<file path="src/rtl/sd_online_residue_accumulator_if.sv">
// rtl/sd_online_residue_accumulator_if.sv - operand/result bundle for the SD residue accumulator
// Optional result_tc signal present when SD_TC_OUTPUT_EN is defined.
interface sd_online_residue_accumulator_if #(
  parameter int BITS  = 4,
  parameter int DELAY = 5
);
  localparam int N = BITS + DELAY;

  logic            start;
  logic            in_valid;
  logic            in_ready;
  logic            mode;
  logic [BITS-1:0] x_plus;
  logic [BITS-1:0] x_minus;
  logic [BITS-1:0] y_plus;
  logic [BITS-1:0] y_minus;
  logic [1:0]      cin_x;
  logic [1:0]      cin_y;
  logic            out_valid;
  logic            out_ready;
  logic [N-1:0]    results_plus;
  logic [N-1:0]    results_minus;
  logic [1:0]      cout;
  logic            overflow;
`ifdef SD_TC_OUTPUT_EN
  logic [N:0]      result_tc;

  modport master (
    output start, in_valid, mode, x_plus, x_minus, y_plus, y_minus, cin_x, cin_y, out_ready,
    input  in_ready, out_valid, results_plus, results_minus, cout, overflow, result_tc
  );
  modport slave (
    input  start, in_valid, mode, x_plus, x_minus, y_plus, y_minus, cin_x, cin_y, out_ready,
    output in_ready, out_valid, results_plus, results_minus, cout, overflow, result_tc
  );
`else
  modport master (
    output start, in_valid, mode, x_plus, x_minus, y_plus, y_minus, cin_x, cin_y, out_ready,
    input  in_ready, out_valid, results_plus, results_minus, cout, overflow
  );
  modport slave (
    input  start, in_valid, mode, x_plus, x_minus, y_plus, y_minus, cin_x, cin_y, out_ready,
    output in_ready, out_valid, results_plus, results_minus, cout, overflow
  );
`endif
endinterface

</file>
<file path="src/rtl/sd_online_residue_accumulator.sv">
// rtl/sd_online_residue_accumulator.sv - registered signed-digit residue accumulator with frame output
// SD_TC_OUTPUT_EN adds a registered two's-complement result stage (latency 2 instead of 1).
module sd_online_residue_accumulator #(
  parameter int BITS   = 4,
  parameter int DELAY  = 5,
  parameter int DIGITS = 8,
  localparam int N  = BITS + DELAY,
  localparam int CW = $clog2(DIGITS + 1)
) (
  input  logic                           clk,
  input  logic                           reset_n,
  sd_online_residue_accumulator_if.slave bus,
  output logic [CW-1:0]                  digit_cnt_o
);
  // Three guard bits cover base (< 2^N) plus two operands and two carry digits.
  localparam int W = N + 3;

  logic [N-1:0]        r_plus_q, r_minus_q;
  logic [CW-1:0]       cnt_q;
  logic                ovf_q;
  logic                v1_q;
  logic [N-1:0]        res_plus_q, res_minus_q;
  logic [1:0]          cout_q;
  logic                ovf_out_q;

  logic                in_rdy, accept, v1_take;
  logic                fresh, drop, neg, big, last;
  logic signed [W-1:0] base_s, sum_s;
  logic [W-1:0]        mag;
  logic [N-1:0]        nxt_plus, nxt_minus;
  logic [1:0]          nxt_cout;
  logic                nxt_ovf;
  logic [CW-1:0]       nxt_cnt;

  function automatic logic signed [W-1:0] ext(input logic [BITS-1:0] v);
    return $signed({{(W-BITS){1'b0}}, v});
  endfunction

  function automatic logic signed [W-1:0] dig(input logic [1:0] c);
    return $signed(W'(c[1])) - $signed(W'(c[0]));
  endfunction

  assign accept      = bus.in_valid && in_rdy;
  assign bus.in_ready = in_rdy;
  assign digit_cnt_o = cnt_q;

  // Exact-value sum of base, operands and carries, re-encoded as a one-sided SD residue plus carry digit.
  always_comb begin
    fresh     = (cnt_q == '0) || bus.start;
    drop      = 1'b0;
    base_s    = '0;
    if (!fresh) begin
      if (bus.mode) begin
        base_s = $signed({3'b000, r_plus_q[N-2:0], 1'b0}) - $signed({3'b000, r_minus_q[N-2:0], 1'b0});
        drop   = r_plus_q[N-1] ^ r_minus_q[N-1];
      end else begin
        base_s = $signed({3'b000, r_plus_q}) - $signed({3'b000, r_minus_q});
      end
    end
    sum_s     = base_s + ext(bus.x_plus) - ext(bus.x_minus) + ext(bus.y_plus) - ext(bus.y_minus)
              + dig(bus.cin_x) + dig(bus.cin_y);
    neg       = sum_s[W-1];
    mag       = neg ? unsigned'(-sum_s) : unsigned'(sum_s);
    big       = |mag[W-1:N];
    nxt_plus  = neg ? '0 : mag[N-1:0];
    nxt_minus = neg ? mag[N-1:0] : '0;
    nxt_cout  = !big ? 2'b00 : (neg ? 2'b01 : 2'b10);
    nxt_ovf   = (!fresh && ovf_q) || drop || big;
    nxt_cnt   = fresh ? CW'(1) : cnt_q + CW'(1);
    last      = (nxt_cnt == CW'(DIGITS));
  end

  // Residue, operand count and running overflow advance only on accepted operands.
  always_ff @(posedge clk) begin
    if (!reset_n) begin
      r_plus_q  <= '0;
      r_minus_q <= '0;
      cnt_q     <= '0;
      ovf_q     <= 1'b0;
    end else if (accept) begin
      r_plus_q  <= nxt_plus;
      r_minus_q <= nxt_minus;
      if (last) begin
        cnt_q <= '0;
        ovf_q <= 1'b0;
      end else begin
        cnt_q <= nxt_cnt;
        ovf_q <= nxt_ovf;
      end
    end
  end

  // First output stage: captures the frame result on the frame-ending accept, holds until taken.
  always_ff @(posedge clk) begin
    if (!reset_n) begin
      v1_q        <= 1'b0;
      res_plus_q  <= '0;
      res_minus_q <= '0;
      cout_q      <= 2'b00;
      ovf_out_q   <= 1'b0;
    end else begin
      if (v1_take) v1_q <= 1'b0;
      if (accept && last) begin
        v1_q        <= 1'b1;
        res_plus_q  <= nxt_plus;
        res_minus_q <= nxt_minus;
        cout_q      <= nxt_cout;
        ovf_out_q   <= nxt_ovf;
      end
    end
  end

`ifdef SD_TC_OUTPUT_EN
  logic         v2_q;
  logic [N-1:0] res2_plus_q, res2_minus_q;
  logic [1:0]   cout2_q;
  logic         ovf2_q;
  logic [N:0]   tc_q;

  assign in_rdy  = !(v2_q && !bus.out_ready);
  assign v1_take = v1_q && (!v2_q || bus.out_ready);

  // Second output stage: adds the two's-complement view, moves only when empty or draining.
  always_ff @(posedge clk) begin
    if (!reset_n) begin
      v2_q         <= 1'b0;
      res2_plus_q  <= '0;
      res2_minus_q <= '0;
      cout2_q      <= 2'b00;
      ovf2_q       <= 1'b0;
      tc_q         <= '0;
    end else begin
      if (v2_q && bus.out_ready) v2_q <= 1'b0;
      if (v1_take) begin
        v2_q         <= 1'b1;
        res2_plus_q  <= res_plus_q;
        res2_minus_q <= res_minus_q;
        cout2_q      <= cout_q;
        ovf2_q       <= ovf_out_q;
        tc_q         <= {1'b0, res_plus_q} - {1'b0, res_minus_q};
      end
    end
  end

  assign bus.out_valid     = v2_q;
  assign bus.results_plus  = res2_plus_q;
  assign bus.results_minus = res2_minus_q;
  assign bus.cout          = cout2_q;
  assign bus.overflow      = ovf2_q;
  assign bus.result_tc     = tc_q;
`else
  assign in_rdy  = !(v1_q && !bus.out_ready);
  assign v1_take = v1_q && bus.out_ready;

  assign bus.out_valid     = v1_q;
  assign bus.results_plus  = res_plus_q;
  assign bus.results_minus = res_minus_q;
  assign bus.cout          = cout_q;
  assign bus.overflow      = ovf_out_q;
`endif
endmodule

</file>
<file path="src/flat_wrapper.sv">
// flat-port wrapper written by rule: the top's interface ports become plain ports
module sd_online_residue_accumulator_flat 
#(
  parameter int BITS   = 4,
  parameter int DELAY  = 5,
  parameter int DIGITS = 8,
  localparam int N  = BITS + DELAY,
  localparam int CW = $clog2(DIGITS + 1)
)
  (clk, reset_n, digit_cnt_o, bus_start, bus_in_valid, bus_mode, bus_x_plus, bus_x_minus, bus_y_plus, bus_y_minus, bus_cin_x, bus_cin_y, bus_out_ready, bus_in_ready, bus_out_valid, bus_results_plus, bus_results_minus, bus_cout, bus_overflow);
  sd_online_residue_accumulator_if #(.BITS(BITS), .DELAY(DELAY)) bus_i ();
  input  logic clk;
  input  logic reset_n;
  output logic [CW-1:0] digit_cnt_o;
  input wire logic [$bits(bus_i.start)-1:0] bus_start;
  input wire logic [$bits(bus_i.in_valid)-1:0] bus_in_valid;
  input wire logic [$bits(bus_i.mode)-1:0] bus_mode;
  input wire logic [$bits(bus_i.x_plus)-1:0] bus_x_plus;
  input wire logic [$bits(bus_i.x_minus)-1:0] bus_x_minus;
  input wire logic [$bits(bus_i.y_plus)-1:0] bus_y_plus;
  input wire logic [$bits(bus_i.y_minus)-1:0] bus_y_minus;
  input wire logic [$bits(bus_i.cin_x)-1:0] bus_cin_x;
  input wire logic [$bits(bus_i.cin_y)-1:0] bus_cin_y;
  input wire logic [$bits(bus_i.out_ready)-1:0] bus_out_ready;
  output wire logic [$bits(bus_i.in_ready)-1:0] bus_in_ready;
  output wire logic [$bits(bus_i.out_valid)-1:0] bus_out_valid;
  output wire logic [$bits(bus_i.results_plus)-1:0] bus_results_plus;
  output wire logic [$bits(bus_i.results_minus)-1:0] bus_results_minus;
  output wire logic [$bits(bus_i.cout)-1:0] bus_cout;
  output wire logic [$bits(bus_i.overflow)-1:0] bus_overflow;
  assign bus_i.start = bus_start;
  assign bus_i.in_valid = bus_in_valid;
  assign bus_i.mode = bus_mode;
  assign bus_i.x_plus = bus_x_plus;
  assign bus_i.x_minus = bus_x_minus;
  assign bus_i.y_plus = bus_y_plus;
  assign bus_i.y_minus = bus_y_minus;
  assign bus_i.cin_x = bus_cin_x;
  assign bus_i.cin_y = bus_cin_y;
  assign bus_i.out_ready = bus_out_ready;
  assign bus_in_ready = bus_i.in_ready;
  assign bus_out_valid = bus_i.out_valid;
  assign bus_results_plus = bus_i.results_plus;
  assign bus_results_minus = bus_i.results_minus;
  assign bus_cout = bus_i.cout;
  assign bus_overflow = bus_i.overflow;
  sd_online_residue_accumulator #(.BITS(BITS), .DELAY(DELAY), .DIGITS(DIGITS)) u_core (.clk(clk), .reset_n(reset_n), .bus(bus_i), .digit_cnt_o(digit_cnt_o));
endmodule
</file>
<file path="config.mk">
export PLATFORM = sky130hd
export DESIGN_NAME = sd_online_residue_accumulator_flat
export DESIGN_NICKNAME = d
export VERILOG_FILES = /design/src/rtl/sd_online_residue_accumulator_if.sv /design/src/rtl/sd_online_residue_accumulator.sv /design/src/flat_wrapper.sv
export SDC_FILE = /design/constraint.sdc
export NUM_CORES = 1
export LEC_CHECK = 0
export ABC_AREA = 1
export BUFFER_PORTS_ARGS = -buffer_cell sky130_fd_sc_hd__buf_2
export CAP_MARGIN = 25
export CORE_ASPECT_RATIO = 0.5
export CORE_MARGIN = 2
export CORE_UTILIZATION = 40
export DETAILED_ROUTE_END_ITERATION = 16
export RECOVER_POWER = 25
export SYNTH_ARGS = -nofsm -noshare
export SYNTH_HDL_FRONTEND = slang
export SYNTH_SLANG_ARGS = --single-unit
</file>
<file path="constraint.sdc">
create_clock -name clk -period 6.18 [get_ports clk]
set_clock_uncertainty 0.05 [all_clocks]
set_input_delay 0.618 -clock clk [delete_from_list [all_inputs] [get_ports clk]]
set_output_delay 0.618 -clock clk [all_outputs]
set_load 0.01 [all_outputs]
</file>
======== Yosys cells after proc, flatten, opt, wreduce, memory -nomap -nowiden ========
Index checks and enable logic that the tools add are counted.
word-level totals
  register bits after elaboration ......... 45
  output and inout bits ................... 27
  logic and storage cells ................. 51
operators by class
  reduce and logical (&&, ||, !) cells .... 14
  muxes and demuxes ....................... 14
  bitwise operators ....................... 1
  equality and inequality tests ........... 1
  add/sub/neg operators ................... 12
operators by type and width
  cell                                                           number
  12-bit two-way mux                                             3
  12-bit adder                                                   2
  12-bit by 5-bit adder with 12-bit output                       2
  12-bit by 5-bit subtractor with 12-bit output                  2
  9-bit by 9-bit subtractor with 10-bit output                   2
  9-bit two-way mux                                              2
  12-bit negation                                                1
  4-bit two-way mux                                              2
  1-bit logical AND                                              5
  1-bit two-way mux                                              5
  4-bit by 1-bit adder with 4-bit output, second input constant  1
  4-bit == test, second input constant                           1
  4-bit zero test                                                1
  2-bit two-way mux                                              2
  1-bit by 1-bit subtractor with 2-bit output                    2
  1-bit zero test                                                3
  1-bit logical OR                                               3
  3-bit OR reduction                                             1
  2-bit nonzero test                                             1
  1-bit XOR                                                      1

======== Longest topological paths before layout ========
Gate-level depths: netlist of run 1.
  word-level depth ........................ 14
  mapped depth ............................ 35
  depth with buffers taken out ............ 35

======== Worst setup path after synthesis of run 1 ========
OpenSTA, ideal clock, no wires.
  path type ............................... input -> register
  from .................................... in bus_cin_x[1]
  to ...................................... reg u_core.ovf_out_q, in the netlist u_core.bus.overflow
  arrival ................................. 4.770 ns
  setup time .............................. 0.115 ns
  slack ................................... 1.246 ns
  cell stages on the path ................. 24
  required time ........................... 6.015 ns
  path through ............................ inv_1 ha_1 fa_1 inv_1 fa_1 fa_1 fa_1 inv_1 ha_1 inv_1 fa_1 inv_1 nor3_1 nand2_1 inv_1 nand3_2 nor2_4 nand2_2 nand2_1 nand2_1 nand2_1 nand4_2 nor2_1 nor2_1
on the way
  word-level cells in the longest chain between the ends .. 7
ends and longest elaborated chain
  element                                          line                                  text
  start, declared                                  flat_wrapper.sv:22                    input wire logic [$bits(bus_i.cin_x)-1:0] bus_cin_x;
  1-bit by 1-bit subtractor with 2-bit output (*)  sd_online_residue_accumulator.sv:40   return $signed(W'(c[1])) - $signed(W'(c[0]));
  12-bit adder (*) (2 in series)                   sd_online_residue_accumulator.sv:61   + dig(bus.cin_x) + dig(bus.cin_y);
  12-bit negation                                  sd_online_residue_accumulator.sv:63   mag = neg ? unsigned'(-sum_s) : unsigned'(sum_s);
  12-bit two-way mux (*)                           sd_online_residue_accumulator.sv:63
  3-bit OR reduction (*)                           sd_online_residue_accumulator.sv:64   big = |mag[W-1:N];
  1-bit logical OR (*)                             sd_online_residue_accumulator.sv:68   nxt_ovf = (!fresh && ovf_q) || drop || big;
  end signal, assigned                             sd_online_residue_accumulator.sv:108  ovf_out_q <= nxt_ovf;
  end, declared                                    sd_online_residue_accumulator.sv:24   logic ovf_out_q;
Every way passes the cells marked *; elsewhere a longest branch is shown, timed or not.
A chain may end at the register's enable or synchronous reset.

======== Final worst setup path of run 1 ========
  from .................................... reg u_core.r_plus_q[0]
  to ...................................... reg u_core.ovf_out_q, in the netlist u_core.bus.overflow
on the way
  word-level cells in the longest chain between the ends .. 13
ends and longest elaborated chain
  element                                                          line                                                                      text
  start, declared                                                  sd_online_residue_accumulator.sv:18                                       logic [N-1:0] r_plus_q, r_minus_q;
  start signal, assigned                                           sd_online_residue_accumulator.sv:81                                       r_plus_q <= nxt_plus;
  9-bit by 9-bit subtractor with 10-bit output (on tied branches)  sd_online_residue_accumulator.sv:57, sd_online_residue_accumulator.sv:54
  12-bit two-way mux (*)                                           sd_online_residue_accumulator.sv:53                                       if (bus.mode) begin
  12-bit two-way mux (*)                                           sd_online_residue_accumulator.sv:52                                       if (!fresh) begin
  12-bit by 5-bit adder with 12-bit output (*)                     sd_online_residue_accumulator.sv:60                                       sum_s = base_s + ext(bus.x_plus) - ext(bus.x_minus) + ext(bus.y_plus) - ext(bus.y_minus)
  12-bit by 5-bit subtractor with 12-bit output (*)                sd_online_residue_accumulator.sv:60
  12-bit by 5-bit adder with 12-bit output (*)                     sd_online_residue_accumulator.sv:60
  12-bit by 5-bit subtractor with 12-bit output (*)                sd_online_residue_accumulator.sv:60
  12-bit adder (*) (2 in series)                                   sd_online_residue_accumulator.sv:61
  12-bit negation                                                  sd_online_residue_accumulator.sv:63
  12-bit two-way mux (*)                                           sd_online_residue_accumulator.sv:63
  3-bit OR reduction (*)                                           sd_online_residue_accumulator.sv:64
  1-bit logical OR (*)                                             sd_online_residue_accumulator.sv:68
Marked as above.

==> results.json, run 1 <==
{
  "status": "finished, final reports clean",
  "synth_flop_cell": "dfxtp_1",
  "die_y_um": 76.25,
  "max_cap_violations": 0,
  "ff2ff_path_depth": 31,
  "synth_top_area_cell": "dfxtp_1",
  "syn_area_per_cell_um2": 7.416,
  "drive_above_1_share_pct": 15.16,
  "grt_usage_pct": 17.30,
  "cts-hold-fix-buffers": 0,
  "hp-start": "u_core.digit_cnt_o[3]$_SDFFE_PN0P_",
  "timing.slew.headroom_pct": 57.08,
  "synth_top_area_share_pct": 21.58,
  "final_area_um2": 4666,
  "multi_input_area_um2": 2760,
  "met1_length_mm": 5.127,
  "cts-resized-gates": 0,
  "synth_area_um2": 4175,
  "ant_nets": 0,
  "p_per_area_nw_per_um2": 549.6,
  "die_area_um2": 11320,
  "first_global_vias": 3318,
  "yosys_register_bits": 45,
  "clk_pin_slew_ns": 0.07,
  "wl_met3_um": 280,
  "area_growth_pct": 11.75,
  "antenna_found_initial": 0,
  "cts_tree": "built",
  "cp_slowest_cell": "fa_1",
  "period_share_pct": 88.14,
  "drt_iter0_drc": 201,
  "clockRootBuffer": "clkbuf_16",
  "dr.pass1.iters": 4,
  "clock_sinks": 45,
  "wl_mm": 9.349,
  "reg2reg_to": "u_core.bus.overflow$_SDFFE_PN0P_",
  "diodes": 0,
  "yosysSeqAreaShare_pct": 21.58,
  "cts_buffers": 5,
  "ff2ff_setup_slack_ns": 0.73,
  "worst_path_most_repeated_cell": "nand2_1",
  "worstReg2RegStart": "u_core.r_plus_q[0]$_SDFFE_PN0P_",
  "initial_core_util_pct": 41.01,
  "p_leak_nw": 2.343,
  "fin_nets": 705,
  "placementRows": 26,
  "dp_hpwl_mm": 7.546,
  "vias": 3604,
  "worst-setup-path-type": "register to register",
  "report.final.slew_viol_count": 0,
  "hold_end": "u_core.digit_cnt_o[3]$_SDFFE_PN0P_",
  "highest_layer": "met4",
  "max_stage_delay_ns": 0.50,
  "ff_latch_area_um2": 900.9,
  "worst_hold_path_type": "register to register",
  "wl_met2_mm": 3.851,
  "setup_viol": 0,
  "detail_route.wl_per_cell_um": 12.52,
  "synth-edff-count": 0,
  "hold_depth": 2,
  "clock.fmax_ghz": 0.1836,
  "die_x_um": 148.5,
  "portBuffers": 52,
  "async_flop_share_pct": 0,
  "synthTopCellsByCount": "103 x inv_1, 100 x nand2_1, 46 x ha_1",
  "tns_ns": 0,
  "clock_latency_ns": 0.29,
  "crit_required_ns": 6.31,
  "hold_viol": 0,
  "core_um2": 10180,
  "htree_levels": 2,
  "netlist_instances": 563,
  "path_max_fanout": 17,
  "cts.path.max_buffers": 2,
  "synth_cell_types": 33,
  "rsz0062_at_grt": "false",
  "whs_ns": 0.4381,
  "post-route-min-period_ns": 5.447,
  "ir_drop_mv": 0.1784,
  "start_kind": "register",
  "syn_nets": 662,
  "synth_area_leaders": "dfxtp_1 22%, ha_1 14%, fa_1 13%",
  "drc": 0,
  "placed_area_um2": 4514,
  "synthMostInstantiatedCell": "inv_1",
  "vias_per_cell": 4.825,
  "tightest_slew_ns": 0.6431,
  "final_core_util_pct": 45.82,
  "grt-ovfl-total": 0,
  "io_pins": 53,
  "fillCellCount": 1089,
  "critical_path.endpoint_type": "register",
  "grt_max_degree": 42,
  "grt_pass1_wl_mm": 15.95,
  "place.gp.congestion": 0.8247,
  "yosys_warnings": 0,
  "crit_arrival_ns": 5.57,
  "postCtsSetupBuffers": 0
}
==> cells by family after synthesis <==
| logic type | count (synthesis) | share of synthesized area (%) |
|---|---|---|
| adder cells (fa/ha/maj) | 73 | 26.73 |
| XOR/XNOR | 7 | 1.468 |
| AND/OR/NAND/NOR | 184 | 20.23 |
| flip-flops | 45 | 21.58 |
| AO/OA/AOI/OAI | 126 | 17.68 |
| buffers and inverters | 128 | 12.32 |
==> metrics by stage <==
| step | power (W) | std cells | setup slack (ns) |
|---|---|---|---|
| after global routing | 0.002851 | 747 | 0.1928 |
| after CTS | 0.002558 | 746 | 0.7593 |
| final | 0.002564 | 747 | 0.7332 |
| after floorplan | 0.001863 | 563 | 1.246 |
| after global placement | 0.002270 | 738 | 0.7105 |
| after detailed placement | 0.002279 | 738 | 0.6664 |
==> critical path, delay by kind of cell, from the launching register on <==
kind	cells	cell delay, ns
compound gates	5	0.93
flops	1	0.31
simple gates	15	1.44
fa+ha+maj	6	2.16
buf+inv	5	0.41
==> worst max-delay path by stage <==
stage                     slack (ns)                                to                       startpoint
after floorplan                 1.25  u_core.bus.overflow$_SDFFE_PN0P_                     bus_cin_x[1]
after global placement          0.71  u_core.bus.overflow$_SDFFE_PN0P_                     bus_cin_y[1]
after detailed placement        0.67  u_core.bus.overflow$_SDFFE_PN0P_                     bus_cin_y[1]
after CTS                       0.76  u_core.bus.overflow$_SDFFE_PN0P_  u_core.r_plus_q[0]$_SDFFE_PN0P_
after global routing            0.19  u_core.bus.overflow$_SDFFE_PN0P_  u_core.r_plus_q[0]$_SDFFE_PN0P_
final                           0.73  u_core.bus.overflow$_SDFFE_PN0P_  u_core.r_plus_q[0]$_SDFFE_PN0P_
==> routing by layer <==
metal  vias up  global-route usage [%]
met1      1638                   26.90
met2        66                   25.51
met4         0                   4.476
met5         -                       0
met3         9                   1.497
li1       1891                       -
==> layout by cell type (no fill, tap or decap), types with 3 or more instances in the layout <==
master,netlist,final
o21ai_1,20,20
xor2_1,4,4
o21ai_0,33,33
nand3_1,37,37
fa_1,27,27
nor2_1,21,21
o211ai_1,3,3
clkbuf_16,0,5
clkbuf_1,10,18
inv_2,7,7
nor3_1,4,4
a21oi_1,45,45
nand2_1,100,100
xnor2_1,3,3
buf_2,2,34
a21oi_2,20,20
inv_1,103,103
nand2_2,8,8
ha_1,46,46
dfxtp_1,45,45
nand3_2,4,4
nand4_2,3,3
==> sequential cells by signal (all words and copies together) (netlist names) <==
register	flops
u_core.r_plus_q	9
u_core.bus.cout	2
u_core.bus.overflow	1
u_core.bus.results_plus	9
u_core.digit_cnt_o	4
u_core.bus.out_valid	1
u_core.r_minus_q	9
u_core.ovf_q	1
u_core.bus.results_minus	9
==> final cells by class <==
| cell class | instances | area share [%] |
|---|---|---|
| sequential | 45 | 19.31 |
| tap | 140 | 3.754 |
| timing repair buffer | 53 | 5.685 |
| clock buffer | 5 | 2.682 |
| clock inverter | 3 | 0.4559 |
| multi-input combinational | 390 | 59.16 |
| inverter | 111 | 8.957 |
==> where the power goes <==
group	internal, W	switching (W)
logic	0.000633	0.00131
clock network	0.000150	0.000115
registers	0.000331	0.0000225
total	0.00111	0.00145
Note: power is estimated with default switching activity, not from simulation.
==> inputs of run 2 (changes only) <==
Clock period 6.18 ns to 4.35 ns, I/O delays scaled along.
==> run 2 against run 1 <==
  * Count of clock-buffer cells in the layout grew 1
  * Largest cell class unchanged
  * First-iteration DRC count shrank 3.0%
  * Flip-flop and latch count is the same
  * Sequential share of layout area shrank 4.5 points
  * Global-route usage grew 2.6 points
  * Critical path depth grew 3
  * Utilization grew 14 points
  * The flow now finishes with violations (setup timing)
  * Final cell count grew 11%
  * Die area is the same
==> results.json, run 2 (synthesis results as in run 1) <==
{
  "status": "finished with violations",
  "violations": "setup timing",
  "fin_ws_ns": -0.5477,
  "worst_path_most_repeated_cell": "ha_4",
  "initial_core_util_pct": 41.01,
  "path_max_fanout": 3,
  "pre_cts_ws_ns": -0.7434,
  "core_um2": 10180,
  "hold_viol": 0,
  "first_global_vias": 3840,
  "ff2ff_path_depth": 34,
  "antenna_found_initial": 0,
  "post-route-min-period_ns": 4.898,
  "cts_buffers": 5,
  "cp_top_family": "adder cells",
  "critical_path.endpoint_type": "register",
  "drt_iter0_drc": 195,
  "ant_nets": 0,
  "cts_tree": "built",
  "start_kind": "register",
  "dp_cells": 807,
  "dp_hpwl_mm": 8.434,
  "timing.slew.headroom_pct": 55.79,
  "die_y_um": 76.25,
  "hold_depth": 4,
  "vias_per_cell": 4.817,
  "final_common_cell": "inv_1",
  "tightest_slew_ns": 0.6624,
  "worst-setup-path-type": "register to register",
  "drc": 0,
  "place.gp.congestion": 0.8449,
  "setup_viol": 40,
  "area_growth_pct": 46.90,
  "rsz0062_at_grt": "true",
  "cp_num_cells": 34,
  "clock_sinks": 45,
  "clock_latency_ns": 0.29,
  "grt_pass1_wl_mm": 18.24,
  "fillCellCount": 918,
  "diodes": 0,
  "io_pins": 53,
  "final_area_um2": 6133,
  "max_cap_violations": 0,
  "die_x_um": 148.5,
  "fin_nets": 787,
  "placementRows": 26,
  "cts.path.max_buffers": 2,
  "grt-ovfl-total": 0,
  "grt_max_degree": 42,
  "wl_mm": 11.43,
  "htree_levels": 2,
  "grt_usage_pct": 19.91,
  "worst-path-buf-inv": 5,
  "period_share_pct": 112.6,
  "dr.pass1.iters": 4,
  "drive_above_1_share_pct": 44.99,
  "report.final.slew_viol_count": 0,
  "crit_arrival_ns": 5.02,
  "crit_required_ns": 4.48,
  "final-instance-count-excl-fill": 829,
  "worst_hold_path_type": "primary input to register",
  "portBuffers": 52,
  "clock.fmax_ghz": 0.2042,
  "cts-hold-fix-buffers": 0,
  "die_area_um2": 11320,
  "cp_slowest_cell": "fa_1",
  "max_stage_delay_ns": 0.51,
  "vias": 3993,
  "clk_pin_slew_ns": 0.06,
  "mostFrequentLayoutCells": "84 x inv_1, 71 x buf_4, 62 x nand2_1",
  "tns_ns": -16.08,
  "placed_area_um2": 5165,
  "clockRootBuffer": "clkbuf_16",
  "detail_route.wl_per_cell_um": 13.79
}
==> run 2: cell type report <==
type / instances / area (um^2) / share of cell area (%)
Multi-Input combinational cell: 390 / 3510 / 57.22
Timing Repair Buffer: 135 / 942.2 / 15.36
Clock buffer: 6 / 128.9 / 2.101
Tap cell: 140 / 175.2 / 2.856
Sequential cell: 45 / 905.9 / 14.77
Clock inverter: 2 / 38.79 / 0.6324
Inverter: 111 / 432.9 / 7.058
==> run 2: timing repair <==
| item | in CTS | in global routing |
|---|---|---|
| setup endpoints to repair | 40 | 40 |
| gates resized for setup | 103 | 70 |
| pin swaps | 38 | 43 |
| setup buffers | 12 | 5 |
==> run 2: per-layer routing <==
layer	GRT usage, %	wire (um)	part of all wire (%)
met5	0	0	0
met3	2.156	330	2.9
met1	27.32	5590	49
met2	34.07	5346	47
met4	4.095	163	1.4
==> run 2: final timing paths <==
path                            slack, ns                            start                           endpoint
worst min-delay path                 0.39                    bus_out_ready  u_core.bus.out_valid$_SDFFE_PN0P_
worst min register to register       0.45        u_core.ovf_q$_SDFFE_PN0P_          u_core.ovf_q$_SDFFE_PN0P_
worst max-delay path                -0.55  u_core.r_plus_q[0]$_SDFFE_PN0P_   u_core.bus.overflow$_SDFFE_PN0P_
worst max register to register      -0.55  u_core.r_plus_q[0]$_SDFFE_PN0P_   u_core.bus.overflow$_SDFFE_PN0P_
==> run 2: stage by stage <==
stage	utilization, %	hold slack, ns
after detailed placement	50.72	0.4444
after CTS	57.18	0.4015
after floorplan	-	0.3958
after global routing	60.24	0.4108
final	60.24	0.3921
after global placement	50.72	0.4467
==> run 2: tightest hold or removal path, delay by kind of cell <==
family | cells | cell delay, ns
buf+inv | 2 | 0.11
compound gates | 1 | 0.07
simple gates | 1 | 0.08
Power of run 2 is not shown: default switching activity piles up to over one toggle a cycle in this logic, so the estimate is an artifact.
==> inputs of run 3 (changes only) <==
Settings changed: BUFFER_PORTS_ARGS -buffer_cell sky130_fd_sc_hd__buf_2 to -buffer_cell sky130_fd_sc_hd__buf_4.
==> run 3 against run 2 <==
  * Die area did not move
  * Via count rose by 0.15%
  * Non-clock buffer count rose by 4
  * Fmax barely moved
  * The flow still finishes with violations (setup timing)
  * Count of clock-buffer cells in the layout fell by 1
  * Largest cell class unchanged
  * Hold slack improved by 0.0083 ns
  * Sequential share of layout area fell by 0.55 points
  * Global-route usage rose by 0.26 points
==> results.json, run 3 (synthesis results as in run 1) <==
{
  "vias_per_cell": 4.801,
  "violations": "setup timing",
  "tightest_slew_ns": 0.6299,
  "dr.pass1.iters": 4,
  "place.gp.congestion": 0.8161,
  "area_growth_pct": 52.14,
  "hold_depth": 4,
  "ff2ff_setup_slack_ns": -0.55,
  "hold_viol": 0,
  "crit_arrival_ns": 5.02,
  "post-route-min-period_ns": 4.898,
  "final_area_um2": 6352,
  "drc": 0,
  "grt-ovfl-total": 0,
  "drive_above_1_share_pct": 47.19,
  "worst-path-buf-inv": 5,
  "diodes": 0,
  "ant_nets": 0,
  "die_x_um": 148.5,
  "cts.path.max_buffers": 2,
  "die_area_um2": 11320,
  "critPathLaunch": "u_core.r_plus_q[0]$_SDFFE_PN0P_",
  "portBuffers": 52,
  "worst_path_most_repeated_cell": "nand2_2",
  "final_common_cell": "buf_4",
  "timing.slew.headroom_pct": 57.96,
  "tns_ns": -16.08,
  "cp_slowest_cell": "fa_1",
  "period_share_pct": 112.6,
  "mostFrequentLayoutCells": "120 x buf_4, 83 x inv_1, 53 x nand2_1",
  "worst_hold_path_type": "primary input to register",
  "path_max_fanout": 5,
  "fin_nets": 791,
  "io_pins": 53,
  "max_stage_delay_ns": 0.60,
  "critical_path.endpoint_type": "register",
  "clockRootBuffer": "clkbuf_16",
  "crit_required_ns": 4.48,
  "worstReg2RegStart": "u_core.r_plus_q[0]$_SDFFE_PN0P_",
  "cts_tree": "built",
  "htree_levels": 2,
  "rsz0062_at_grt": "true",
  "worst-setup-path-type": "register to register",
  "initial_core_util_pct": 41.01,
  "clock_latency_ns": 0.28,
  "report.final.slew_viol_count": 0,
  "start_kind": "register",
  "clock.fmax_ghz": 0.2042,
  "detail_route.wl_per_cell_um": 13.37,
  "grt_pass1_wl_mm": 18.65,
  "core_um2": 10180,
  "vias": 3999,
  "clock_sinks": 45,
  "die_y_um": 76.25,
  "cp_top_family": "adder cells",
  "wl_mm": 11.13,
  "grt_max_degree": 42,
  "dp_hpwl_mm": 8.492,
  "cts_buffers": 5,
  "placementRows": 26,
  "fin_ws_ns": -0.5476,
  "drt_iter0_drc": 232,
  "hp-start": "bus_out_ready",
  "grt_usage_pct": 20.17,
  "reg2reg_to": "u_core.bus.overflow$_SDFFE_PN0P_",
  "ff2ff_path_depth": 33,
  "first_global_vias": 3906,
  "max_cap_violations": 0,
  "setup_viol": 40,
  "antenna_found_initial": 0,
  "hold_end": "u_core.bus.out_valid$_SDFFE_PN0P_",
  "clk_pin_slew_ns": 0.07,
  "placed_area_um2": 5330,
  "status": "finished with violations"
}
## run 3: changes by cell type in the layout (fill, tap and decap cells not counted), moves of 3 or more
cell	delta
buf_6	-3
nand2_1	-9
buf_4	+49
nor2_2	-4
buf_2	-44
nand2_2	+9
## run 3: worst register-to-register path: cells and delay by family (launching register included)
family / cells / cell delay (ns)
AND/OR/NAND/NOR: 18 / 1.53
AO/OA/AOI/OAI: 4 / 0.51
flip-flops: 1 / 0.32
buffers and inverters: 5 / 0.34
adder cells (fa/ha/maj): 6 / 2.02
## run 3: per-stage QoR
step	cells	utilization, %	hold WS, ns	setup slack, ns
final	833	62.39	0.4004	-0.5476
after global routing	833	62.39	0.4177	-0.8138
after CTS	826	58.48	0.4063	-0.5237
after detailed placement	810	52.35	0.4417	-0.7197
after global placement	810	52.35	0.4514	-0.6398
after floorplan	563	-	0.3958	-0.2218
## run 3: cell type report
class,count,area [um^2]
well taps,140,175.2
inverters,111,442.9
fillers,886,3830
flip-flops and latches,45,903.4
repair buffers,139,1084
clock buffers,5,125.1
clock inverters,3,21.27
multi-input cells,390,3601
## run 3: worst max path at each step
| stage | end | depth (start not counted) |
|---|---|---|
| 2_1_floorplan | u_core.ovf_q$_SDFFE_PN0P_ | 24 |
| 3_3_place_gp | u_core.ovf_q$_SDFFE_PN0P_ | 26 |
| 3_5_place_dp | u_core.ovf_q$_SDFFE_PN0P_ | 31 |
| 4_1_cts | u_core.bus.overflow$_SDFFE_PN0P_ | 35 |
| 5_1_grt | u_core.bus.overflow$_SDFFE_PN0P_ | 31 |
| 6_report | u_core.bus.overflow$_SDFFE_PN0P_ | 33 |
## run 3: routing by layer
| metal | share of wire, % | GRT usage, % |
|---|---|---|
| met1 | 49 | 28.50 |
| met2 | 47 | 33.70 |
| met3 | 2.9 | 1.796 |
| met4 | 1.4 | 4.381 |
| met5 | 0 | 0 |
## run 3: repair_timing
action	4_1_cts	5_1_grt
endpoints found under the setup margin	40	40
gates resized for setup	99	95
hold buffers	0	0
setup buffers	9	7
pin swaps	26	44
Power of run 3 is left out for the same reason.
